==> src/rtl/seven_seg_pkg.sv <==
// Shared definitions for the multiplexed seven-segment driver:
// controller state encoding and the hex digit -> segment pattern table.
package seven_seg_pkg;

    // Capture/conversion controller states.
    typedef enum logic [1:0] {
        ST_IDLE    = 2'd0,
        ST_CONVERT = 2'd1,
        ST_COMMIT  = 2'd2
    } state_t;

    // Segment patterns {dp,g,f,e,d,c,b,a}, active-high, indexed by digit 0..F.
    // Entry 0 sits in the least significant byte; dp is never lit.
    localparam logic [15:0][7:0] SEG_TABLE = {
        8'h71, 8'h79, 8'h5E, 8'h39,   // F E D C
        8'h7C, 8'h77, 8'h6F, 8'h7F,   // B A 9 8
        8'h07, 8'h7D, 8'h6D, 8'h66,   // 7 6 5 4
        8'h4F, 8'h5B, 8'h06, 8'h3F    // 3 2 1 0
    };

endpackage

==> src/rtl/seven_seg_encoder.sv <==
// Combinational 4-bit digit to seven-segment pattern lookup.
module seven_seg_encoder
    import seven_seg_pkg::*;
(
    input  logic [3:0] digit,
    output logic [7:0] segments
);

    // Every 4-bit code has a table entry, so no default handling is needed.
    assign segments = SEG_TABLE[digit];

endmodule

==> src/rtl/seven_seg_scan_driver.sv <==
// Multiplexed seven-segment display driver.
// A Load captures a value and formats it either as hex nibbles (one cycle)
// or as BCD via a serial double-dabble converter (VALUE_WIDTH cycles). The
// result is committed atomically into the display register, which a
// free-running prescaler scans one digit at a time.
module seven_seg_scan_driver
    import seven_seg_pkg::*;
#(
    parameter int NUM_DIGITS  = 4,
    parameter int VALUE_WIDTH = 16,
    parameter int SCAN_DIV    = 1000
) (
    input  logic                   Clock,
    input  logic                   Reset,
    input  logic [VALUE_WIDTH-1:0] Value,
    input  logic                   Load,
    input  logic                   DecimalMode,
    input  logic                   BlankLeading,
    output logic                   Busy,
    output logic                   Overflow,
    output logic [7:0]             Segments,
    output logic [NUM_DIGITS-1:0]  DigitEnable
);

    localparam int DISP_W     = 4 * NUM_DIGITS;
    // Each BCD digit absorbs more than 3 binary bits, so W/3+1 digits
    // always hold the full decimal expansion of a W-bit value.
    localparam int BCD_DIGITS = VALUE_WIDTH / 3 + 1;
    localparam int BCD_W      = 4 * BCD_DIGITS;
    localparam int CNT_W      = $clog2(VALUE_WIDTH + 1);
    localparam int PRE_W      = $clog2(SCAN_DIV);
    localparam int IDX_W      = $clog2(NUM_DIGITS);

    state_t                       state;
    logic [VALUE_WIDTH-1:0]       bin_sr;      // captured value / shift source
    logic [BCD_W-1:0]             bcd;         // BCD accumulator
    logic [BCD_W-1:0]             bcd_adj;     // accumulator after add-3 step
    logic [CNT_W-1:0]             iter_cnt;    // remaining double-dabble iterations
    logic                         dec_mode;    // captured DecimalMode
    logic                         blank_pend;  // captured BlankLeading, not yet shown

    logic [NUM_DIGITS-1:0][3:0]   digits;      // committed display digits
    logic                         blank_cap;   // committed BlankLeading
    logic [NUM_DIGITS-1:0][7:0]   digit_seg;   // encoded pattern per digit
    logic [IDX_W-1:0]             top_nz;      // most significant non-zero digit

    logic [PRE_W-1:0]             presc;
    logic [IDX_W-1:0]             idx;

    // Double-dabble correction: any BCD digit >= 5 gets +3 before the shift.
    always_comb begin
        bcd_adj = bcd;
        for (int d = 0; d < BCD_DIGITS; d++) begin
            if (bcd[4*d +: 4] >= 4'd5) begin
                bcd_adj[4*d +: 4] = bcd[4*d +: 4] + 4'd3;
            end
        end
    end

    // Capture/convert/commit controller; the display only changes in COMMIT,
    // so a reset mid-conversion leaves no partial result behind.
    always_ff @(posedge Clock or posedge Reset) begin
        if (Reset) begin
            state      <= ST_IDLE;
            Busy       <= 1'b0;
            Overflow   <= 1'b0;
            bin_sr     <= '0;
            bcd        <= '0;
            iter_cnt   <= '0;
            dec_mode   <= 1'b0;
            blank_pend <= 1'b0;
            digits     <= '0;
            blank_cap  <= 1'b0;
        end else begin
            case (state)
                ST_IDLE: begin
                    if (Load) begin
                        bin_sr     <= Value;
                        bcd        <= '0;
                        iter_cnt   <= CNT_W'(VALUE_WIDTH - 1);
                        dec_mode   <= DecimalMode;
                        blank_pend <= BlankLeading;
                        Busy       <= 1'b1;
                        state      <= DecimalMode ? ST_CONVERT : ST_COMMIT;
                    end
                end
                ST_CONVERT: begin
                    // Shift the binary MSB into the corrected BCD accumulator.
                    {bcd, bin_sr} <= {bcd_adj, bin_sr} << 1;
                    iter_cnt      <= iter_cnt - CNT_W'(1);
                    if (iter_cnt == '0) begin
                        state <= ST_COMMIT;
                    end
                end
                ST_COMMIT: begin
                    if (dec_mode) begin
                        digits   <= DISP_W'(bcd);
                        Overflow <= (bcd >> DISP_W) != '0;
                    end else begin
                        digits   <= DISP_W'(bin_sr);
                        Overflow <= 1'b0;
                    end
                    blank_cap <= blank_pend;
                    Busy      <= 1'b0;
                    state     <= ST_IDLE;
                end
                default: begin
                    state <= ST_IDLE;
                    Busy  <= 1'b0;
                end
            endcase
        end
    end

    // One encoder per digit position; the scan mux picks the active one.
    for (genvar g = 0; g < NUM_DIGITS; g++) begin : g_enc
        seven_seg_encoder u_enc (
            .digit    (digits[g]),
            .segments (digit_seg[g])
        );
    end

    // Locate the highest non-zero digit; digit 0 is the floor so it is never blanked.
    always_comb begin
        top_nz = '0;
        for (int i = 1; i < NUM_DIGITS; i++) begin
            if (digits[i] != 4'd0) begin
                top_nz = IDX_W'(i);
            end
        end
    end

    // Prescaler and digit index: each digit is enabled for SCAN_DIV cycles.
    always_ff @(posedge Clock or posedge Reset) begin
        if (Reset) begin
            presc <= '0;
            idx   <= '0;
        end else if (presc == PRE_W'(SCAN_DIV - 1)) begin
            presc <= '0;
            idx   <= (idx == IDX_W'(NUM_DIGITS - 1)) ? '0 : idx + IDX_W'(1);
        end else begin
            presc <= presc + PRE_W'(1);
        end
    end

    // Registered outputs; blanked digits keep their enable so scan timing is uniform.
    always_ff @(posedge Clock or posedge Reset) begin
        if (Reset) begin
            Segments    <= 8'h00;
            DigitEnable <= '0;
        end else begin
            Segments    <= (blank_cap && (idx > top_nz)) ? 8'h00 : digit_seg[idx];
            DigitEnable <= NUM_DIGITS'(1) << idx;
        end
    end

endmodule

==> config.mk <==
export PLATFORM = sky130hd
export DESIGN_NAME = seven_seg_scan_driver
export DESIGN_NICKNAME = d
export VERILOG_FILES = /design/src/rtl/seven_seg_pkg.sv /design/src/rtl/seven_seg_encoder.sv /design/src/rtl/seven_seg_scan_driver.sv
export SDC_FILE = /design/constraint.sdc
export NUM_CORES = 1
export LEC_CHECK = 0
export CAP_MARGIN = 15
export CORE_MARGIN = 1.5
export CORE_UTILIZATION = 61
export CTS_CLUSTER_SIZE = 40
export DETAILED_ROUTE_END_ITERATION = 8
export GPL_ROUTABILITY_DRIVEN = 1
export PLACE_DENSITY_LB_ADDON = 0.25
export SYNTH_ARGS = -nofsm -noshare
export SYNTH_HDL_FRONTEND = slang
export SYNTH_SLANG_ARGS = --single-unit
export TNS_END_PERCENT = 100
==> constraint.sdc <==
create_clock -name Clock -period 4 [get_ports Clock]
set_input_delay 0.4 -clock Clock [delete_from_list [all_inputs] [get_ports Clock]]
set_output_delay 0.4 -clock Clock [all_outputs]
set_load 0.005 [all_outputs]
Word-level counts from Yosys, hierarchy flattened
Memory sizes are Yosys's and may differ from the RTL's.
Index checks and enable logic that the tools add are counted.
Word-level totals
  output and inout port bits: 14
  ROM bits: 512
  bits in registers: 92
  memories kept: 4
Cells by class
  bitwise gates (word level): 1
  shift-type cells: 1
  magnitude comparators: 12
  reductions and logical operators: 12
  equality and inequality tests: 6
  muxes and demuxes: 32
  add/subtract/negate cells: 9
Memories
  (no name shown): depth 16, bits a word 8, read ports 1, clocked after memory_dff 0, write ports 0, RTL line seven_seg_encoder.sv:10  | assign segments = SEG_TABLE[digit];
  (no name shown): depth 16, bits a word 8, read ports 1, clocked after memory_dff 0, write ports 0, RTL line seven_seg_encoder.sv:10
  (no name shown): depth 16, bits a word 8, read ports 1, clocked after memory_dff 0, write ports 0, RTL line seven_seg_encoder.sv:10
  (no name shown): depth 16, bits a word 8, read ports 1, clocked after memory_dff 0, write ports 0, RTL line seven_seg_encoder.sv:10
Operators with widths (count)
  8-bit two-way mux: 6
  24-bit one-hot mux with 2 select lines: 1
  16-bit two-way mux: 2
  16-bit one-hot mux with 2 select lines: 1
  4-bit by 3-bit greater-or-equal comparator with 1-bit output, second input constant: 6
  24-bit two-way mux: 1
  24-bit nonzero test: 1
  4-bit by 2-bit adder with 4-bit output, second input constant: 5
  4-bit by 5-bit less-than comparator with 1-bit output, second input constant: 4
  4-bit two-way mux: 5
  8-bit binary-select mux with 2-bit select: 1
  2-bit two-way mux: 6
  4-bit nonzero test: 3
  10-bit by 1-bit adder with 10-bit output, second input constant: 1
  10-bit == test, second input constant: 1
  10-bit two-way mux: 1
  5-bit one-hot mux with 2 select lines: 1
  2-bit AND reduction: 4
  5-bit zero test: 1
  5-bit two-way mux: 1
  5-bit by 1-bit subtractor with 5-bit output, second input constant: 1
  2-bit == test, second input constant: 2
  2-bit != test, second input constant: 2
  2-bit one-hot mux with 2 select lines: 1
  other kinds (13): 15

Depth between registers and ports, before layout
  word-level depth: 7
  mapped depth: 10
  depth with buffers taken out: 10

By module
A second synthesis with hierarchy kept.
Second synthesis, totals
  cells, all modules: 559
  area, all modules: 5781.8 sq um
By module, submodules not included
  seven_seg_scan_driver: area each 4588.2 sq um, times used 1, cells an instance 419
  seven_seg_encoder (g_enc[0].u_enc ...): area each 299.0 sq um, times used 2, cells an instance 35
  seven_seg_encoder (g_enc[2].u_enc): area each 301.5 sq um, times used 1, cells an instance 35
  seven_seg_encoder (g_enc[1].u_enc): area each 294.0 sq um, times used 1, cells an instance 35

Worst setup path before layout
Ideal clock, no wire load.
  path type: flip-flop to flip-flop
  start point: reg digits[12] (netlist name)
  end point: reg Segments[6]
  setup time: 82 ps
  data arrival time: 2026 ps
  path slack: 1892 ps
  buffers on the path: 0
  stages on the path, launching flop included: 10
  path through: dfrtp_1 inv_1 ha_1 nand2b_1 nor4_1 ha_1 nor2b_1 o211ai_1 nand2_1 o22ai_1
Between the ends
  longest elaborated chain between the ends: 5
  elaborated cells on any way between the ends: 9
Ends and longest elaborated chain
  from (decl): RTL line seven_seg_scan_driver.sv:42  | logic [NUM_DIGITS-1:0][3:0] digits;
  from (signal assigned): RTL line seven_seg_scan_driver.sv:97  | digits <= DISP_W'(bcd);
  from (signal assigned): RTL line seven_seg_scan_driver.sv:100  | digits <= DISP_W'(bin_sr);
  memory read 16 x 8 bit / 4-bit nonzero test (equally long branches)
  8-bit two-way mux (implied by the code) / 2-bit two-way mux (equally long branches): RTL line seven_seg_encoder.sv:10, seven_seg_scan_driver.sv:127
  8-bit binary-select mux with 2-bit select / 2-bit > comparator (equally long branches): RTL line seven_seg_scan_driver.sv:152  | Segments <= (blank_cap && (idx > top_nz)) ? 8'h00 : digit_seg[idx];
  8-bit two-way mux (implied by the code) / 1-bit logical AND (equally long branches): RTL line seven_seg_scan_driver.sv:152
  8-bit two-way mux (*): RTL line seven_seg_scan_driver.sv:152
  to (signal assigned): RTL line seven_seg_scan_driver.sv:152
  to (decl): RTL line seven_seg_scan_driver.sv:21  | output logic [7:0] Segments,
Every way passes the cells marked *; elsewhere a longest branch is shown, timed or not. The select of a mux whose other input is x is not followed.
A chain may end at the register's enable or synchronous reset.

Worst setup path in the final report
  start point: reg digits[4] (netlist name)
  end point: reg Segments[6]
Between the ends
  longest elaborated chain between the ends: 7
  elaborated cells on any way between the ends: 11
Ends and longest elaborated chain (RTL line)
  branches (longest 6 deep; another with memory read 16 x 8 bit)
  8-bit two-way mux (*): seven_seg_scan_driver.sv:152
Mark *: on every way between the ends. The select of a mux whose other input is x is not followed.

==> metrics.cfg <==
[worst_setup_path]
timing.rr.start = digits[4]$_DFFE_PP0N_
path_class = reg2reg
worst-path-stages = 10
max_stage_delay_ns = 0.45
startpoint = digits[4]$_DFFE_PP0N_
cpMostUsedCell = nor2b_1
start_kind = register
reg2reg_depth = 10
ff2ff_setup_slack_ns = 1.57
endpoint = Segments[6]$_DFF_PP0_
worstPathArrival_ns = 2.71
cp-end-kind = register
crit_path_top_delay_cell = dfrtp_1
path_buf_inv = 1
crit_chain = inv_1 -> ha_1 -> nor2b_1 -> nor2b_1 -> o31ai_1 -> ha_1 -> nor2b_1 -> o211ai_1 -> nand2_1 -> o22ai_1
critPathTopFamily = compound AO/OA/AOI/OAI gates
worst-path-max-fanout = 6
worstPathRequired_ns = 4.28
r2r-end = Segments[6]$_DFF_PP0_

[hold_path]
hp-class = reg2reg
hold_path.startpoint = presc[0]$_DFF_PP0_

[routing]
drc = 0
num_vias = 4276
ant_nets = 0
wl_um = 11500
via_per_inst = 6.13
drt_iter0_markers = 186
first_pass_iters = 5
post_drt_wl_per_cell_um = 16.5

[placed_design]
port_buffers = 33
gp_congestion = 0.829
place_hpwl_um = 8050
place_area_sq_um = 5770
post-place-ws_ns = 1.59

[clocking]
root_buffer = clkbuf_8
cts_made_buffers = 9
cts_tree = built
ctsHtreeMaxLevel = 3
postCtsSetupRepairBufs = 0
cts_hold_buf = 0
clock_sinks = 91
post_cts_resized = 0
path_clk_slew_ns = 0.10
clk_latency_ns = 0.36
clk_path_buf_depth = 2

[global_route]
first_global_vias = 4227
grt_use_total_pct = 25.9
antenna_found_initial = 0
grt_start_max_net_pins = 57
grt-ovfl-total = 0
grt_first_pass_wirelength_um = 20100

[power]
vdd_drop_max_mv = 0.428
p_switching_mw = 1.80
p_seq_share_pct = 38.9
swShare_pct = 41.4
powerDensity_nw_per_um2 = 723
comb_power_share_pct = 43.4
intPower_mw = 2.55
p_leak_nw = 2.62
clock_power_share_pct = 17.6

[synth]
synth_flop_cell = dfrtp_1
synthCells = 570
synth-seq-cells = 91
netlist_area_sq_um = 5440
yosysSeqAreaShare_pct = 41.9
syn_avg_cell_area_sq_um = 9.54
yosysWarnings = 0
synth-edff-count = 0
async_reset_ff_share_pct = 100
syn_nets = 634
ys_types = 50

[sta]
clock_skew_ns = 0.0122
tightest_slew_ns = 1.12
setup_ws_ns = 1.57
setup_viol = 0
timing.final.crit_share_pct = 60.7
hold_viol = 0
fin_tns_setup_ns = 0
fmax_mhz = 412
slew_violations = 0
min_period_ns = 2.43
slew_headroom_pct = 24.9
rsz0062_at_grt = false

[floorplan]
die_area_sq_um = 9490
io_pins = 35
die_y_um = 97.4
die-width_um = 97.4
core_sq_um = 8680
num_rows = 34
initial_core_util_pct = 62.7

[layout]
regArea_sq_um = 2280
final_util_pct = 69.4
drive_above_1_share_pct = 6.96
fillers = 673
final_cell_area_sq_um = 6020
antennaDiodeCount = 0
layout.nets = 648
syn2layout_area_growth_pct = 10.7
multi_input_area_sq_um = 2880

[status]
status = finished clean

[job]
drv_cap = 0

[Yosys cell counts (7+ instances only)]
library cell	n	area, sq um
dfrtp_1	91	2280
nand2_1	77	289
o21ai_0	49	245
ha_1	43	538
inv_1	30	113
nand3_1	27	135
mux2i_1	25	250
buf_2	21	105
nor2b_1	20	125
a21oi_1	19	95.1
nor2_1	18	67.6
a22oi_1	16	120
mux2_2	12	135
o31ai_1	12	90.1
nand2b_1	11	68.8
clkbuf_1	9	33.8
xnor2_1	9	78.8
nor3_1	7	35.0
[worst min-delay path by stage]
stage	endpoint	slack, ns	depth (start not counted)
4_1_cts	presc[0]$_DFF_PP0_	0.49	1
2_1_floorplan	iter_cnt[4]$_DFFE_PP0P_	0.44	1
3_3_place_gp	iter_cnt[4]$_DFFE_PP0P_	0.46	1
5_1_grt	iter_cnt[4]$_DFFE_PP0P_	0.51	1
6_report	presc[0]$_DFF_PP0_	0.49	1
3_5_place_dp	presc[0]$_DFF_PP0_	0.48	1
[power by group through the flow]
stage	clock network (mW)	registers [mW]	logic, mW
after global routing	0.811	1.76	2.14
final	0.767	1.69	1.89
after global placement	0	1.67	1.77
after detailed placement	0	1.70	1.87
after floorplan	0	1.46	1.62
after CTS	0.772	1.69	1.89
[registers in the layout, summed over array words and instances, names as in the netlist]
| register | count |
|---|---|
| bcd | 24 |
| bin_sr | 16 |
| digits | 16 |
| presc | 10 |
| Segments | 7 |
| iter_cnt | 5 |
| DigitEnable | 4 |
| idx | 2 |
| state | 2 |
| Busy | 1 |
| Overflow | 1 |
| blank_cap | 1 |
| blank_pend | 1 |
| dec_mode | 1 |
[cell families after synthesis]
logic type | count (synthesis) | synth area share, %
compound gates | 140 | 16.8
xor+xnor | 15 | 2.42
fa+ha+maj | 43 | 9.89
buf+inv | 65 | 5.34
flops | 91 | 41.9
mux | 40 | 8.33
other cells | 1 | 0.0689
simple gates | 175 | 15.3
[layout make-up]
cell class	count	area share, %
timing repair buffer	38	6.11
multi-input combinational	414	47.8
sequential	91	37.8
clock buffer	9	2.06
inverter	30	1.89
tap	108	2.24
clock inverter	7	2.06
[through the flow]
step                instances  hold WS, ns  power (mW)
global route              697        0.507        4.71
floorplan                 570        0.441        3.08
finish                    697        0.486        4.35
detailed placement        681        0.475        3.57
CTS                       697        0.489        4.35
global placement          681        0.463        3.45
[metal layers]
layer | global-route usage, % | vias to the layer above | part of all wire [%]
li1 | - | 2044 | -
met1 | 33.8 | 2073 | 43
met2 | 43.0 | 122 | 50
met3 | 4.39 | 37 | 4.0
met4 | 10.9 | 0 | 3.0
met5 | 0 | - | 0
[cell usage in the layout (no fill, tap or decap), drive strengths merged, types with 4 or more instances in the layout]
| cell type | netlist | routed |
|---|---|---|
| o32ai | 4 | 4 |
| a32o | 6 | 6 |
| nand2 | 78 | 78 |
| mux2i | 25 | 25 |
| xnor2 | 9 | 9 |
| o22ai | 6 | 6 |
| nand3 | 27 | 27 |
| ha | 43 | 43 |
| mux2 | 12 | 12 |
| a21oi | 19 | 19 |
| a221oi | 5 | 5 |
| o21ai | 49 | 49 |
| nand2b | 11 | 11 |
| o31ai | 12 | 12 |
| nor2b | 20 | 20 |
| clkdlybuf4s50 | 0 | 33 |
| dfrtp | 91 | 91 |
| a22oi | 16 | 16 |
| a31oi | 5 | 5 |
| nor2 | 18 | 18 |
| inv | 30 | 30 |
| nor3 | 7 | 7 |
| clkbuf | 10 | 9 |
| buf | 25 | 5 |
| xor2 | 6 | 6 |
Power figures use the tool's default switching activity.
